===== config.mk =====
export PLATFORM = sky130hd
export DESIGN_NAME = lfsr_rand_gen
export DESIGN_NICKNAME = d
export VERILOG_FILES = /design/src/rtl/lfsr_pkg.sv /design/src/rtl/lfsr_core.sv /design/src/rtl/lfsr_rand_gen.sv
export SDC_FILE = /design/constraint.sdc
export NUM_CORES = 1
export LEC_CHECK = 0
export ABC_CLOCK_PERIOD_IN_PS = 2500
export CAP_MARGIN = 20
export CORE_MARGIN = 10
export CORE_UTILIZATION = 40
export CTS_CLUSTER_DIAMETER = 100
export CTS_CLUSTER_SIZE = 12
export DETAILED_ROUTE_END_ITERATION = 6
export MAX_ROUTING_LAYER = met4
export PLACE_DENSITY = 0.67
export SLEW_MARGIN = 20
export SYNTH_ARGS = -nofsm -noshare
export SYNTH_HDL_FRONTEND = slang
export SYNTH_SLANG_ARGS = --single-unit

===== constraint.sdc =====
create_clock -name clk -period 2.5 [get_ports clk]
set_input_delay 0.75 -clock clk [delete_from_list [all_inputs] [get_ports clk]]
set_output_delay 0.75 -clock clk [all_outputs]
set_load 0.05 [all_outputs]

===== src/rtl/lfsr_pkg.sv =====
// rtl/lfsr_pkg.sv - shared tap table, draw FSM states and width limits for the LFSR random source
package lfsr_pkg;

    localparam int LFSR_MIN_W = 3;
    localparam int LFSR_MAX_W = 16;

    typedef enum logic [1:0] {
        IDLE,
        SEARCH,
        HOLD
    } draw_state_t;

    // Maximal-length XNOR taps, zero-based bit positions, for a left-shifting register.
    function automatic logic [LFSR_MAX_W-1:0] lfsr_taps(input int width);
        case (width)
            3:       return 16'h0006;
            4:       return 16'h000C;
            5:       return 16'h0014;
            6:       return 16'h0030;
            7:       return 16'h0060;
            8:       return 16'h00B8;
            9:       return 16'h0110;
            10:      return 16'h0240;
            11:      return 16'h0500;
            12:      return 16'h0829;
            13:      return 16'h100D;
            14:      return 16'h2015;
            15:      return 16'h6000;
            16:      return 16'hD008;
            default: return 16'h0000;
        endcase
    endfunction

endpackage


===== src/rtl/lfsr_core.sv =====
// rtl/lfsr_core.sv - XNOR-feedback shift register with seed load and all-ones lock-up guard
module lfsr_core
    import lfsr_pkg::*;
#(
    parameter int WIDTH = 10
) (
    input  logic             clk,
    input  logic             reset,
    input  logic             res,
    input  logic             en,
    input  logic             load,
    input  logic [WIDTH-1:0] seed,
    output logic [WIDTH-1:0] lfsr
);

    localparam logic [WIDTH-1:0] TAPS = WIDTH'(lfsr_taps(WIDTH));

    logic feedback;

    // XNOR feedback makes all-ones the stuck state, so all-zeros is a legal start.
    assign feedback = ~(^(lfsr & TAPS));

    always_ff @(posedge clk) begin
        if (!reset) begin
            lfsr <= '0;
        end else if (res) begin
            lfsr <= '0;
        end else if (load) begin
            lfsr <= (seed == '1) ? '0 : seed;
        end else if (en) begin
            lfsr <= {lfsr[WIDTH-2:0], feedback};
        end
    end

endmodule


===== src/rtl/lfsr_rand_gen.sv =====
// rtl/lfsr_rand_gen.sv - LFSR random source with a bounded draw port using rejection sampling
module lfsr_rand_gen
    import lfsr_pkg::*;
#(
    parameter int WIDTH     = 10,
    parameter int MAX_TRIES = 64
) (
    input  logic             clk,
    input  logic             reset,
    input  logic             res,
    input  logic             en,
    input  logic             load,
    input  logic [WIDTH-1:0] seed,
    output logic [WIDTH-1:0] lfsr,
    input  logic             req,
    input  logic [WIDTH-1:0] limit,
    output logic [WIDTH-1:0] rnd,
    output logic             rnd_valid,
    output logic             err,
    input  logic             ack
);

    localparam int TRY_W = $clog2(MAX_TRIES) + 1;
    localparam logic [TRY_W-1:0] TRY_LAST = TRY_W'(MAX_TRIES - 1);

    if (WIDTH < LFSR_MIN_W || WIDTH > LFSR_MAX_W) begin : g_bad_width
        $error("lfsr_rand_gen: WIDTH %0d outside supported range", WIDTH);
    end

    draw_state_t      state, state_nxt;
    logic [WIDTH-1:0] lim_q, lim_nxt;
    logic [WIDTH-1:0] rnd_nxt;
    logic [TRY_W-1:0] tries, tries_nxt;
    logic             valid_nxt, err_nxt;

    lfsr_core #(.WIDTH(WIDTH)) u_core (
        .clk   (clk),
        .reset (reset),
        .res   (res),
        .en    (en),
        .load  (load),
        .seed  (seed),
        .lfsr  (lfsr)
    );

    always_ff @(posedge clk) begin
        if (!reset) begin
            state     <= IDLE;
            lim_q     <= '0;
            tries     <= '0;
            rnd       <= '0;
            rnd_valid <= 1'b0;
            err       <= 1'b0;
        end else begin
            state     <= state_nxt;
            lim_q     <= lim_nxt;
            tries     <= tries_nxt;
            rnd       <= rnd_nxt;
            rnd_valid <= valid_nxt;
            err       <= err_nxt;
        end
    end

    always_comb begin
        state_nxt = state;
        lim_nxt   = lim_q;
        tries_nxt = tries;
        rnd_nxt   = rnd;
        valid_nxt = rnd_valid;
        err_nxt   = err;

        case (state)
            IDLE: begin
                valid_nxt = 1'b0;
                if (req) begin
                    lim_nxt   = limit;
                    tries_nxt = '0;
                    state_nxt = SEARCH;
                end
            end
            SEARCH: begin
                // Each cycle sees a fresh LFSR state only while en is high.
                if (lim_q == '0) begin
                    rnd_nxt   = '0;
                    err_nxt   = 1'b1;
                    valid_nxt = 1'b1;
                    state_nxt = HOLD;
                end else if (lfsr < lim_q) begin
                    rnd_nxt   = lfsr;
                    err_nxt   = 1'b0;
                    valid_nxt = 1'b1;
                    state_nxt = HOLD;
                end else if (tries == TRY_LAST) begin
                    rnd_nxt   = '0;
                    err_nxt   = 1'b1;
                    valid_nxt = 1'b1;
                    state_nxt = HOLD;
                end else begin
                    tries_nxt = tries + TRY_W'(1);
                end
            end
            HOLD: begin
                if (ack) begin
                    valid_nxt = 1'b0;
                    err_nxt   = 1'b0;
                    state_nxt = IDLE;
                end
            end
            default: state_nxt = IDLE;
        endcase

        // Restart abandons any draw but leaves the last rnd visible.
        if (res) begin
            state_nxt = IDLE;
            valid_nxt = 1'b0;
            err_nxt   = 1'b0;
        end
    end

endmodule


==> out/qor.txt, run 1 <==
GPL Wtd Cong = 0.7988
FF-to-FF path depth = 7
mean number of vias per cell = 5.205
FMAX = 0.4193 GHz
outcome = finished clean
switching share of power = 28.98%
internal power = 0.9960 mW
share of layout cells above drive strength 1 = 8.027%
worst path cell trace = buf_4 > clkdlybuf4s50_1
pins over their slew limit = 0
Max VDD drop = 0.3298 mV
Post-Synthesis Cells = 241
RSZ-0062 raised after global routing = no
Hold Path Origin = tries[6]
Worst Path Required = 1.75 ns
mapped cell area = 2037 um2
most frequent cell after synthesis = dfxtp_1
Reg-to-Reg Start = tries[1]
Area Growth Syn to Fin = 34.09%
Nets = 340
DR WL/cell = 14.85 um
Max Cap Violations = 0
register share of total power = 49.4%
cell at the slowest stage of the critical path = clkdlybuf4s50_1
First-pass DRT Iterations = 4
core area = 4817 um2
hold depth = 2
type of the worst min-delay path = reg2reg
WHS = 0.4377 ns
area fraction of the dominant cell type after synthesis = 40.29%
Worst Tran Pin Value = 0.5235 ns
clock tree from TritonCTS = yes
largest net degree at the start of global routing = 13
ys flop type = dfxtp_1
final setup vio count = 0
ys async rst share = 0%
worst stage delay on the critical path = 0.80 ns
period utilisation layout = 95.40%
clock transition at the registers of the reported paths = 0.08 ns
distinct cell type count after synthesis = 38
total CTS buffers = 5
register area share after synthesis = 40.29%
drt drc = 0
power density over the cells = 513.4 nW/um2
RR Endpoint = rnd[9]
Ys Warns = 0
Die ar. = 8347 um2
Clk pwr share = 30.0%
antenna violations before repair = 0
final setup skew = 0.01014 ns
total grt overflow = 0
Post-synth EDFFs = 0
Die Y = 91.36 um
Die Wd = 91.36 um
# resized after CTS = 0
Final Hold Vio Count = 0
relative slew slack = 64.99%
global-route wire length before repair = 9.480 mm
# diodes = 0
Critical Path AT = 1.63 ns
CTS H-Tree Depth = 2
setup repair bufs after CTS = 0
top cells by count, synth = dfxtp_1, nand2_1, a21oi_1, nor2_1
hold_buf cts = 0
fillers = 477
Syn Area/Cell = 8.452 um2
final setup TNS = 0 ns
Post-DRT Antenna Nets = 0
static leakage = 1.031 nW
#FFs+latches synth = 41
Crit Path Class = reg2out
worst min-delay path endpoint = tries[6]
syn nets = 283
synth top area cells = dfxtp_1, ha_1, nand2_1
GRT Util Overall = 14.00%
total power = 1.402 mW
Iteration-0 DRC Markers = 130
Clock Latency Late Sink = 0.29 ns
Switch Pwr = 0.4064 mW
HPWL Detailed = 4.154 mm
R2R Setup Slk = 0.25 ns
area leader, netlist = dfxtp_1
worst-path maximum fanout = 4
Tmin final = 2.385 ns
# rows = 25
clock sink count = 41
# IOs = 49
via count = 1,905
Comb pwr share = 20.6%
root buf cell = clkbuf_8
Starting Density = 42.29%
type of origin of the critical path = flop
Clock Path Buffers = 2
number of global-route vias before repair = 1,934
WL final = 5.436 mm
crit path capture type = output pin
IO buf count = 48
## cells in the final DEF, fill, tap and decap left out, types with 2 or more instances in the layout
cell | synthesis | final
a211oi_1 | 4 | 4
a21oi_1 | 25 | 25
a32o_1 | 10 | 10
buf_4 | 0 | 12
clkbuf_1 | 8 | 3
clkbuf_8 | 0 | 5
clkdlybuf4s50_1 | 0 | 48
dfxtp_1 | 41 | 41
ha_1 | 15 | 15
inv_1 | 15 | 15
mux2i_1 | 10 | 10
nand2_1 | 34 | 34
nand2b_1 | 5 | 5
nand3_1 | 6 | 6
nand4_1 | 5 | 5
nor2_1 | 24 | 24
nor3_1 | 5 | 4
nor3_2 | 1 | 2
nor4_1 | 2 | 2
o211ai_1 | 2 | 2
o21ai_0 | 6 | 6
o32ai_1 | 3 | 3
or2_2 | 2 | 2
## critical path: cells and delay by family, from the launching register on
kind                   cells  cell delay [ns]
flip-flops                 1             0.38
buffers and inverters      2             0.96
## flip-flops by register name, indices dropped and copies added (netlist names)
signal,count
u_core.lfsr,10
err,1
rnd_valid,1
rnd,10
tries,7
state,2
lim_q,10
## power by group through the flow
stage          logic [mW]  clock network [mW]  registers, mW
2_1_floorplan       0.157                   0          0.730
3_3_place_gp        0.285                   0          0.707
3_5_place_dp        0.287                   0          0.708
4_1_cts             0.289               0.429          0.692
5_1_grt             0.324               0.458          0.696
6_report            0.289               0.421          0.692
## cell type report
type	instances	area, um2	share of cell area [%]
repair buffers	60	570.5	20.89
clock buffers	8	80.08	2.932
inverters	15	56.30	2.061
multi-input cells	175	1120	41.00
flip-flops and latches	41	820.8	30.05
well taps	67	83.83	3.069
## metrics by stage
| step | instances | util, % | setup WS, ns | instance area, um2 |
|---|---|---|---|---|
| after floorplan | 241 | - | 0.1571 | 2037 |
| after global placement | 358 | 54.94 | 0.2841 | 2646 |
| after detailed placement | 358 | 54.94 | 0.2319 | 2646 |
| after CTS | 366 | 56.60 | 0.1038 | 2726 |
| after global routing | 366 | 56.70 | 0.05612 | 2731 |
| final | 366 | 56.70 | 0.1151 | 2731 |
## worst max path at each step
stage | start | end | cells past startpoint
5_1_grt | u_core.lfsr[6] | lfsr[6] | 2
3_5_place_dp | u_core.lfsr[7] | rnd[1] | 7
2_1_floorplan | u_core.lfsr[7] | rnd[6] | 8
6_report | u_core.lfsr[6] | lfsr[6] | 2
4_1_cts | u_core.lfsr[6] | lfsr[6] | 2
3_3_place_gp | u_core.lfsr[7] | rnd[8] | 7
## metal layers
| layer | vias up | track usage (%) | wire length [um] |
|---|---|---|---|
| li1 | 977 | - | - |
| met1 | 881 | 17.20 | 2638 |
| met2 | 42 | 22.67 | 2572 |
| met3 | 5 | 3.292 | 179 |
| met4 | 0 | 3.133 | 46 |
| met5 | - | - | 0 |
## logic make-up after synthesis
kind of cell | Yosys count | synth area share [%]
AO/OA/AOI/OAI | 59 | 19.60
XOR/XNOR | 1 | 0.4301
AND/OR/NAND/NOR | 90 | 20.58
buffers and inverters | 25 | 4.975
flip-flops | 41 | 40.29
adder cells (fa/ha/maj) | 15 | 9.214
multiplexers | 10 | 4.914
No activity file was read; power rests on OpenSTA's default activity.
==> run 2, diff against run 1 <==
- CTS_CLUSTER_DIAMETER: 100 -> 40
==> results of run 2 <==
Same layout as run 1: the final DEF is identical, and so are final timing and power.
==> run 3, diff against run 2 <==
- CORE_ASPECT_RATIO: unset -> 0.8
==> run 3 against run 2 <==
  * Cell count shrank 2.2%
  * Critical path depth is the same
  * Register-to-register slack is essentially flat
  * Setup slack lost 0.031 ns
==> out/qor.txt, run 3 (synthesis results as in run 1) <==
setup repair bufs after CTS = 0 (unchanged)
R2R Setup Slk = 0.25 ns (about the same)
clock sink count = 41 (unchanged)
commonest non-fill, non-tap cell in the layout = clkdlybuf4s50_1 (unchanged)
largest registers = lim_q (10), rnd (10), u_core.lfsr (10) (unchanged)
Starting Density = 40.91% (was 42.29%)
drt drc = 0 (unchanged)
Die ar. = 8364 um2 (was 8347 um2)
routed wl met2 = 2.235 mm (was 2.572 mm)
Iteration-0 DRC Markers = 98 (was 130)
Critical path origin = u_core.lfsr[4] (was u_core.lfsr[6])
Clock Latency Late Sink = 0.29 ns (about the same)
crit path capture type = output pin (unchanged)
Crit Path Class = reg2out (unchanged)
Worst Tran Pin Value = 0.5193 ns (was 0.5235 ns)
Die Y = 83.83 um (was 91.36 um)
Max Cap Violations = 0 (unchanged)
RSZ-0062 raised after global routing = no (unchanged)
share of layout cells above drive strength 1 = 8.108% (was 8.027%)
relative slew slack = 65.27% (was 64.99%)
power density over the cells = 583.1 nW/um2 (was 513.4 nW/um2)
Hold Path Origin = tries[6] (unchanged)
core area = 4979 um2 (was 4817 um2)
total power = 1.609 mW (was 1.402 mW)
Post-DRT Antenna Nets = 0 (unchanged)
type of the worst min-delay path = reg2reg (unchanged)
largest net degree at the start of global routing = 14 (was 13)
setup slack after layout = 0.08365 ns (was 0.1151 ns)
met3 WL = 379 um (was 179 um)
root buf cell = clkbuf_8 (unchanged)
RR Endpoint = tries[5] (was rnd[9])
number of global-route vias before repair = 1,865 (was 1,934)
FF-to-FF path depth = 6 (was 7)
mean number of vias per cell = 5.251 (was 5.205)
top layer in use = met4 (unchanged)
Critical Path AT = 1.67 ns (was 1.63 ns)
final setup vio count = 0 (unchanged)
Reg-to-Reg Start = u_core.lfsr[3] (was tries[1])
Setup WS pre-CTS = 0.2566 ns (was 0.2319 ns)
Clock Path Buffers = 2 (unchanged)
total grt overflow = 0 (unchanged)
outcome = finished clean (unchanged)
worst-path maximum fanout = 4 (unchanged)
pins over their slew limit = 0 (unchanged)
# rows = 23 (was 25)
Nets = 337 (was 340)
via count = 1,880 (was 1,905)
Area Growth Syn to Fin = 35.44% (was 34.09%)
period utilisation layout = 96.65% (was 95.40%)
HPWL Detailed = 4.139 mm (was 4.154 mm)
type of origin of the critical path = flop (unchanged)
Max VDD drop = 0.3080 mV (was 0.3298 mV)
CTS H-Tree Depth = 2 (unchanged)
WHS = 0.4410 ns (was 0.4377 ns)
M1 WL = 2.588 mm (was 2.638 mm)
GPL Wtd Cong = 0.8792 (was 0.7988)
Tmin final = 2.416 ns (was 2.385 ns)
FMAX = 0.4138 GHz (was 0.4193 GHz)
final setup TNS = 0 ns (unchanged)
Finished Cell Area = 2759 um2 (was 2731 um2)
GRT Util Overall = 13.33% (was 14.00%)
First-pass DRT Iterations = 4 (unchanged)
most frequent cells in the layout = clkdlybuf4s50_1, dfxtp_1, nand2_1 (unchanged)
# IOs = 49 (unchanged)
DR WL/cell = 14.84 um (was 14.85 um)
crit path to = lfsr[4] (was lfsr[6])
WL final = 5.313 mm (was 5.436 mm)
Die Wd = 99.79 um (was 91.36 um)
global-route wire length before repair = 8.942 mm (was 9.480 mm)
Final Hold Vio Count = 0 (unchanged)
clock tree from TritonCTS = yes (unchanged)
Area after DPL = 2618 um2 (was 2646 um2)
static leakage = 1.046 nW (was 1.031 nW)
IO buf count = 48 (unchanged)
Worst Path Required = 1.75 ns (about the same)
# diodes = 0 (unchanged)
clock transition at the registers of the reported paths = 0.08 ns (about the same)
final setup skew = 0.005986 ns (was 0.01014 ns)
total CTS buffers = 5 (unchanged)
antenna violations before repair = 0 (unchanged)
## run 3: cell types whose count changed in the layout (fill, tap and decap cells not counted)
| cell | change |
|---|---|
| a21o_1 | -1 |
| a21o_2 | +1 |
| buf_4 | -3 |
| bufinv_16 | +2 |
| clkbuf_1 | -3 |
| clkinv_2 | +1 |
| nor3_1 | +1 |
| nor3_2 | -2 |
| nor3_4 | +1 |
## run 3: how the worst min path moves through the flow
stage	end	slack (ns)	depth (start not counted)
global route	tries[6]	0.48	2
CTS	tries[6]	0.44	2
finish	tries[6]	0.44	2
global placement	tries[6]	0.43	2
detailed placement	tries[6]	0.42	2
floorplan	tries[6]	0.41	2
## run 3: what timing repair did
item	in CTS	in global routing
endpoints found under the hold margin	0	0
hold buffers	0	0
endpoints found under the setup margin	0	10
gates resized for setup	0	2
## run 3: metal layers
metal | vias up | global-route usage, %
li1 | 967 | -
met1 | 852 | 17.04
met2 | 51 | 18.85
met3 | 10 | 3.974
met4 | 0 | 5.722
met5 | - | -
## run 3: area by class of cell
| type | count | area (um2) |
|---|---|---|
| clock buffers | 5 | 68.82 |
| clock inverters | 3 | 65.06 |
| fillers | 472 | 2220 |
| inverters | 15 | 56.30 |
| multi-input cells | 175 | 1122 |
| flip-flops and latches | 41 | 820.8 |
| well taps | 62 | 77.57 |
| repair buffers | 57 | 548.0 |
## run 3: where the power goes
part / leakage (nW) / internal (mW) / switching, mW
clock network: 0.0681 / 0.397 / 0.231
logic: 0.645 / 0.122 / 0.165
registers: 0.333 / 0.673 / 0.0203
## run 3: critical path, stage by stage, from the launching register on
cell,delay (ns)
dfxtp_1,0.41
buf_4,0.16
clkdlybuf4s50_1,0.80
## run 3: per-stage QoR
stage | cells | util (%)
floorplan | 241 | -
global placement | 350 | 52.58
detailed placement | 350 | 52.58
CTS | 358 | 55.27
global route | 358 | 55.42
finish | 358 | 55.42
